--- config.mk ---
export PLATFORM = sky130hd
export DESIGN_NAME = instr_step_sequencer
export DESIGN_NICKNAME = d
export VERILOG_FILES = /design/src/rtl/instr_step_sequencer.sv
export SDC_FILE = /design/constraint.sdc
export NUM_CORES = 1
export LEC_CHECK = 0
export CORE_MARGIN = 2
export CORE_UTILIZATION = 44
export DETAILED_ROUTE_END_ITERATION = 7
export PLACE_DENSITY = 0.8
export RECOVER_POWER = 25
export SYNTH_ARGS = -nofsm -noshare
export SYNTH_HDL_FRONTEND = slang
export SYNTH_SLANG_ARGS = --single-unit
--- constraint.sdc ---
create_clock -name clk -period 3.25 [get_ports clk]
set_input_delay 0.4875 -clock clk [delete_from_list [all_inputs] [get_ports clk]]
set_output_delay 0.4875 -clock clk [all_outputs]
set_load 0.01 [all_outputs]
--- src/rtl/instr_step_sequencer.sv ---
// Control-step sequencer for the immediate/memory instruction class (ld, ldi, st, addi, andi, ori).
// Walks T0..T7 with a configurable number of cycles per step and waits for memory on the memory steps.
module instr_step_sequencer #(
    parameter int STEP_CYCLES = 2,
    parameter int OPCODE_W    = 5,
    parameter int STATE_W     = 4
) (
    input  logic                clk,
    input  logic                clr,
    input  logic                run,
    input  logic                mem_ready,
    input  logic [OPCODE_W-1:0] ir_opcode,
    output logic                pc_out,
    output logic                zlo_out,
    output logic                mdr_out,
    output logic                ba_out,
    output logic                r_out,
    output logic                c_sign_extended_out,
    output logic                mar_enable,
    output logic                pc_enable,
    output logic                pc_increment,
    output logic                mdr_enable,
    output logic                ir_enable,
    output logic                y_enable,
    output logic                z_enable,
    output logic                r_in,
    output logic                gra,
    output logic                grb,
    output logic                read,
    output logic                ram_write,
    output logic [OPCODE_W-1:0] alu_op,
    output logic                done,
    output logic                illegal,
    output logic [STATE_W-1:0]  state
);

    localparam int CNT_W = (STEP_CYCLES > 1) ? $clog2(STEP_CYCLES) : 1;
    localparam logic [CNT_W-1:0] CNT_ZERO = {CNT_W{1'b0}};
    localparam logic [CNT_W-1:0] CNT_ONE  = CNT_W'(1);
    localparam logic [CNT_W-1:0] CNT_LAST = CNT_W'(STEP_CYCLES - 1);

    localparam logic [OPCODE_W-1:0] OP_LD   = OPCODE_W'(5'b00000);
    localparam logic [OPCODE_W-1:0] OP_LDI  = OPCODE_W'(5'b00001);
    localparam logic [OPCODE_W-1:0] OP_ST   = OPCODE_W'(5'b00010);
    localparam logic [OPCODE_W-1:0] OP_ADDI = OPCODE_W'(5'b01100);
    localparam logic [OPCODE_W-1:0] OP_ANDI = OPCODE_W'(5'b01101);
    localparam logic [OPCODE_W-1:0] OP_ORI  = OPCODE_W'(5'b01110);

    localparam logic [OPCODE_W-1:0] ALU_ADD = OPCODE_W'(5'b00011);
    localparam logic [OPCODE_W-1:0] ALU_AND = OPCODE_W'(5'b01010);
    localparam logic [OPCODE_W-1:0] ALU_OR  = OPCODE_W'(5'b01011);

    typedef enum logic [3:0] {
        S_IDLE  = 4'd0,
        S_T0    = 4'd1,
        S_T1    = 4'd2,
        S_T2    = 4'd3,
        S_T3    = 4'd4,
        S_T4    = 4'd5,
        S_T5    = 4'd6,
        S_T6    = 4'd7,
        S_T7    = 4'd8,
        S_FAULT = 4'd15
    } state_t;

    function automatic logic op_is_legal(input logic [OPCODE_W-1:0] op);
        logic legal;
        case (op)
            OP_LD, OP_LDI, OP_ST, OP_ADDI, OP_ANDI, OP_ORI: legal = 1'b1;
            default:                                        legal = 1'b0;
        endcase
        return legal;
    endfunction

    function automatic logic [OPCODE_W-1:0] alu_code(input logic [OPCODE_W-1:0] op);
        logic [OPCODE_W-1:0] code;
        case (op)
            OP_ANDI: code = ALU_AND;
            OP_ORI:  code = ALU_OR;
            default: code = ALU_ADD;
        endcase
        return code;
    endfunction

    state_t              r_state;
    logic [CNT_W-1:0]    r_cnt;
    logic [OPCODE_W-1:0] r_opcode;

    state_t              w_state_nx;
    logic [CNT_W-1:0]    w_cnt_nx;
    logic                w_last;
    logic                w_first_t3;
    logic [OPCODE_W-1:0] w_op;
    logic                w_legal;
    logic                w_is_ld;
    logic                w_is_st;
    logic                w_mem_step;
    logic                w_adv;
    logic                w_final;

    // The opcode is only trustworthy from T3 on, so the first T3 cycle decodes the live field.
    assign w_last     = (r_cnt == CNT_LAST);
    assign w_first_t3 = (r_state == S_T3) && (r_cnt == CNT_ZERO);
    assign w_op       = w_first_t3 ? ir_opcode : r_opcode;
    assign w_legal    = op_is_legal(w_op);
    assign w_is_ld    = (w_op == OP_LD);
    assign w_is_st    = (w_op == OP_ST);
    assign w_mem_step = (r_state == S_T1) ||
                        ((r_state == S_T6) && w_is_ld) ||
                        ((r_state == S_T7) && w_is_st);
    assign w_adv      = w_last && (!w_mem_step || mem_ready);
    assign w_final    = ((r_state == S_T5) && !w_is_ld && !w_is_st) || (r_state == S_T7);
    assign state      = STATE_W'(r_state);

    // State, step counter and latched opcode registers.
    always_ff @(posedge clk or negedge clr) begin
        if (!clr) begin
            r_state  <= S_IDLE;
            r_cnt    <= CNT_ZERO;
            r_opcode <= {OPCODE_W{1'b0}};
        end else begin
            r_state  <= w_state_nx;
            r_cnt    <= w_cnt_nx;
            r_opcode <= w_first_t3 ? ir_opcode : r_opcode;
        end
    end

    // Next-state and step-counter logic.
    always_comb begin
        w_state_nx = r_state;
        w_cnt_nx   = r_cnt;
        case (r_state)
            S_IDLE: begin
                w_cnt_nx = CNT_ZERO;
                if (run) begin
                    w_state_nx = S_T0;
                end else begin
                    w_state_nx = S_IDLE;
                end
            end
            S_FAULT: begin
                w_state_nx = S_FAULT;
                w_cnt_nx   = CNT_ZERO;
            end
            S_T0, S_T1, S_T2, S_T3, S_T4, S_T5, S_T6, S_T7: begin
                if (w_first_t3 && !w_legal) begin
                    w_state_nx = S_FAULT;
                    w_cnt_nx   = CNT_ZERO;
                end else if (w_adv) begin
                    w_cnt_nx = CNT_ZERO;
                    if (w_final) begin
                        w_state_nx = run ? S_T0 : S_IDLE;
                    end else begin
                        w_state_nx = state_t'(r_state + 4'd1);
                    end
                end else if (!w_last) begin
                    w_cnt_nx = r_cnt + CNT_ONE;
                end else begin
                    w_cnt_nx = r_cnt;
                end
            end
            default: begin
                w_state_nx = S_IDLE;
                w_cnt_nx   = CNT_ZERO;
            end
        endcase
    end

    // Strobe decode; load enables and done fire only in the cycle the step advances.
    always_comb begin
        pc_out              = 1'b0;
        zlo_out             = 1'b0;
        mdr_out             = 1'b0;
        ba_out              = 1'b0;
        r_out               = 1'b0;
        c_sign_extended_out = 1'b0;
        mar_enable          = 1'b0;
        pc_enable           = 1'b0;
        pc_increment        = 1'b0;
        mdr_enable          = 1'b0;
        ir_enable           = 1'b0;
        y_enable            = 1'b0;
        z_enable            = 1'b0;
        r_in                = 1'b0;
        gra                 = 1'b0;
        grb                 = 1'b0;
        read                = 1'b0;
        ram_write           = 1'b0;
        alu_op              = {OPCODE_W{1'b0}};
        done                = 1'b0;
        illegal             = 1'b0;
        case (r_state)
            S_T0: begin
                pc_out       = 1'b1;
                mar_enable   = w_adv;
                pc_increment = w_adv;
                z_enable     = w_adv;
            end
            S_T1: begin
                zlo_out    = 1'b1;
                read       = 1'b1;
                pc_enable  = w_adv;
                mdr_enable = w_adv;
            end
            S_T2: begin
                mdr_out   = 1'b1;
                ir_enable = w_adv;
            end
            S_T3: begin
                if (w_legal) begin
                    grb      = 1'b1;
                    ba_out   = 1'b1;
                    y_enable = w_adv;
                end else begin
                    illegal  = 1'b1;
                end
            end
            S_T4: begin
                c_sign_extended_out = 1'b1;
                z_enable            = w_adv;
                alu_op              = alu_code(r_opcode);
            end
            S_T5: begin
                zlo_out = 1'b1;
                if (w_is_ld || w_is_st) begin
                    mar_enable = w_adv;
                end else begin
                    gra  = 1'b1;
                    r_in = w_adv;
                    done = w_adv;
                end
            end
            S_T6: begin
                if (w_is_ld) begin
                    read       = 1'b1;
                    mdr_enable = w_adv;
                end else begin
                    gra        = 1'b1;
                    r_out      = 1'b1;
                    mdr_enable = w_adv;
                end
            end
            S_T7: begin
                done = w_adv;
                if (w_is_ld) begin
                    mdr_out = 1'b1;
                    gra     = 1'b1;
                    r_in    = w_adv;
                end else begin
                    ram_write = 1'b1;
                end
            end
            S_FAULT: begin
                illegal = 1'b1;
            end
            default: begin
                illegal = 1'b0;
            end
        endcase
    end

endmodule

==> impl_results.md <==
* Outcome: complete, no violations
* Layout area overhead at 47.2%
* Avg Cell Area, Syn at 8.31 µm²
* Die Y at 52.2 µm
* Top post-synthesis cells by count: nor2_1, dfrtp_1, a21oi_1, nand2_1
* Synth Area in Compound Gates at 0.201
* Clock Latency Late Sink at 280 ps
* Worst Path Max Fanout at 5
* Initial Util at 0.462
* TritonCTS clock tree: yes
* Avg Vias per Cell at 5.70
* Critical path type: input pin to output port
* Die X at 52.2 µm
* CTS Buffer Depth at 2
* Crit end category: output port
* Post-DR wirelength/cell at 14.9 µm
* Worst Skew at 9.15 ps
* Port bufs at 35
* Crit path cell chain: clkdlybuf4s50_1, or4_1, mux2_2, nor2_1, buf_4, buf_4, nor2_1, clkdlybuf4s50_1
* Largest net degree at the start of global routing at 25
* Drt pass-1 iters at 4
* Placer Congestion at 0.876
* Count leader, synth: nor2_1
* Final hold slack at 594 ps
* Distinct cells, synth at just under 50
* IO Count at 38
* Worst-path clk slew at 70 ps
* Fmax at 320 MHz
* Register area share after synthesis at 0.245
* Synth top area cells: dfrtp_1, mux2_2, ha_1, nor2_1, a21oi_1
* Slew Limit Fails at 0
* Multiplexer area fraction after synthesis at 0.0967
* Post-Syn Area at 1020 µm²
* Detailed Route Iter0 Violations at 44
* Synth Flop Type: dfrtp_1
* Final Total Pwr at 1240 µW
* Finish-stage setup viols at 0
* Warnings from Yosys at 0
* Post-Synth XOR/XNOR Area at 0.0257
* Pre-CTS WS at -22.7 ps
* Async set or reset register ratio after synthesis at 1.00
* Cts bufs inserted at 3
* First-pass GRT wire length at 4820 µm
* Leakage at ~0.00067 µW
* Final period util at 0.961
* Grt total ovfl at 0
* Core Util, Final at 0.680
* Power Internal at 680 µW
* Sequential power share at 0.192
* DR DRC count at 0
* Flops & latches, synth at 10
* Crit-path max cell delay at about 550 ps
* Power density cells at slightly above 800 nW/µm²
* Via count at around 1100
* Net load switching power at 557 µW
* Worst reg2reg setup slack at 1030 ps
* Area share of the largest cell type after synthesis at 0.245
* Clock root buffer: clkbuf_4
* N_diodes at 0
* Post-synth EDFFs at 0
* Combinational fraction of design power at 0.738
* Core area at 2210 µm²
* Data required, critical path at 2760 ps
* Number of antenna violations at the first check in global routing at 0
* Largest family of logic cells by synthesized area: simple AND/OR/NAND/NOR gates
* Post-route setup slack at 127 ps
* Worst hold path class: input pin to asynchronous set/reset pin
* Nets at 184
* Highest-delay cell along the critical path: or4_1
* Tmin final at 3120 ps
* RSZ-0062 raised after global routing: false
* Clock power share at 0.071
* Final wirelength at roughly 3000 µm
* Final Hold Fails at 0
* Critical Path Start: ir_opcode[2]
* Post-synth top area cell: dfrtp_1
* Antenna-violating nets left at 0
* CTS H-tree depth at 1
* Sink Count at 10
* Worst Path Arrival at between 2000 and 3000 ps
* Global-route usage over all layers at 0.239
* Reg2reg start: state[0]
* Vias in the first global route at 1077
* Setup Total Neg Slack at 0 ps
* Share of layout cells above drive strength 1 at 0.195
* Setup crit start kind: input pin
* Max VDD drop at 634 µV
* Die area at 2720 µm²
* HPWL Detailed at roughly 2200 µm
* CTS Hold Buffers Added at 0
* Adder and majority cell fraction of the synthesized area at 0.0490
* Simple-Gate Fraction of Synth Area at 0.301
* Switching share of power at 0.450
* Total of max-cap violations at 0
* FP Rows at 17
* Cells after Synth at about 120
-- path summary, 6_finish.rpt --
check	cells past startpoint	to
worst min register to register	1	r_opcode[4]
min in group clk	1	r_opcode[4]
worst min-delay path	1	state[2]
worst max-delay path	8	r_out
max in group asynchronous	1	state[3]
worst max register to register	7	state[1]
-- worst max-delay path: cells and delay by family --
kind                   cells  cell delay, ps
buffers and inverters      4            1180
muxes                      1             300
and+or+nand+nor            3             680
-- metrics by stage --
stage,cell area [µm²],cells
finish,1510,197
global route,1510,197
CTS,1500,197
detailed placement,1450,191
global placement,1450,191
floorplan,1030,124
-- final cells by class --
| class | count | area (µm²) |
|---|---|---|
| sequential | 10 | 250 |
| tap | 28 | 35.0 |
| timing repair buffer | 51 | 475 |
| multi-input combinational | 99 | 699 |
| clock buffer | 3 | 22.5 |
| fill | 176 | 707 |
| inverter | 6 | 22.5 |
-- cells in the final DEF, fill, tap and decap left out, drive strengths merged, types with 5 or more instances in the layout --
master | netlist | routed
mux2 | 7 | 7
nand3 | 6 | 6
buf | 6 | 15
inv | 6 | 6
nor2 | 11 | 11
nand2 | 8 | 8
nor2b | 5 | 5
dfrtp | 10 | 10
clkdlybuf4s50 | 0 | 29
a21oi | 8 | 8
-- logic make-up (layout without fill, tap and decap cells) --
kind of cell,count (synthesis),in the layout
other,1,2
xor gates and xnor gates,3,3
AOI/OAI and AO/OA,27,27
and+or+nand+nor,54,54
DFF,10,10
buffers and inverters,15,60
muxes,9,9
adders and majority gates,4,4
-- what timing repair did --
action	CTS	global route
pin swaps	0	0
endpoints found under the setup margin	3	3
buffers inserted	3	0
gates resized for setup	3	3
-- flip-flops by register name, summed over array words and instances (netlist names) --
| register | cells |
|---|---|
| r_opcode | 5 |
| r_cnt | 1 |
| state | 4 |
-- per-layer routing --
layer / part of all wire / up-vias / track usage
met3: 0.060 / 6 / 0.0600
met1: 0.43 / 538 / 0.301
met5: 0 / - / 0
met2: 0.49 / 43 / 0.401
li1: - / 536 / -
met4: 0.016 / 0 / 0.0726
-- power by group through the flow --
| stage | logic [µW] | clock network [µW] | registers [µW] |
|---|---|---|---|
| 2_1_floorplan | 527 | 0 | 247 |
| 3_3_place_gp | 879 | 0 | 233 |
| 3_5_place_dp | 901 | 0 | 238 |
| 4_1_cts | 909 | 86.7 | 236 |
| 5_1_grt | 994 | 95.9 | 244 |
| 6_report | 913 | 87.5 | 237 |
(Power assumes the default switching activity.)
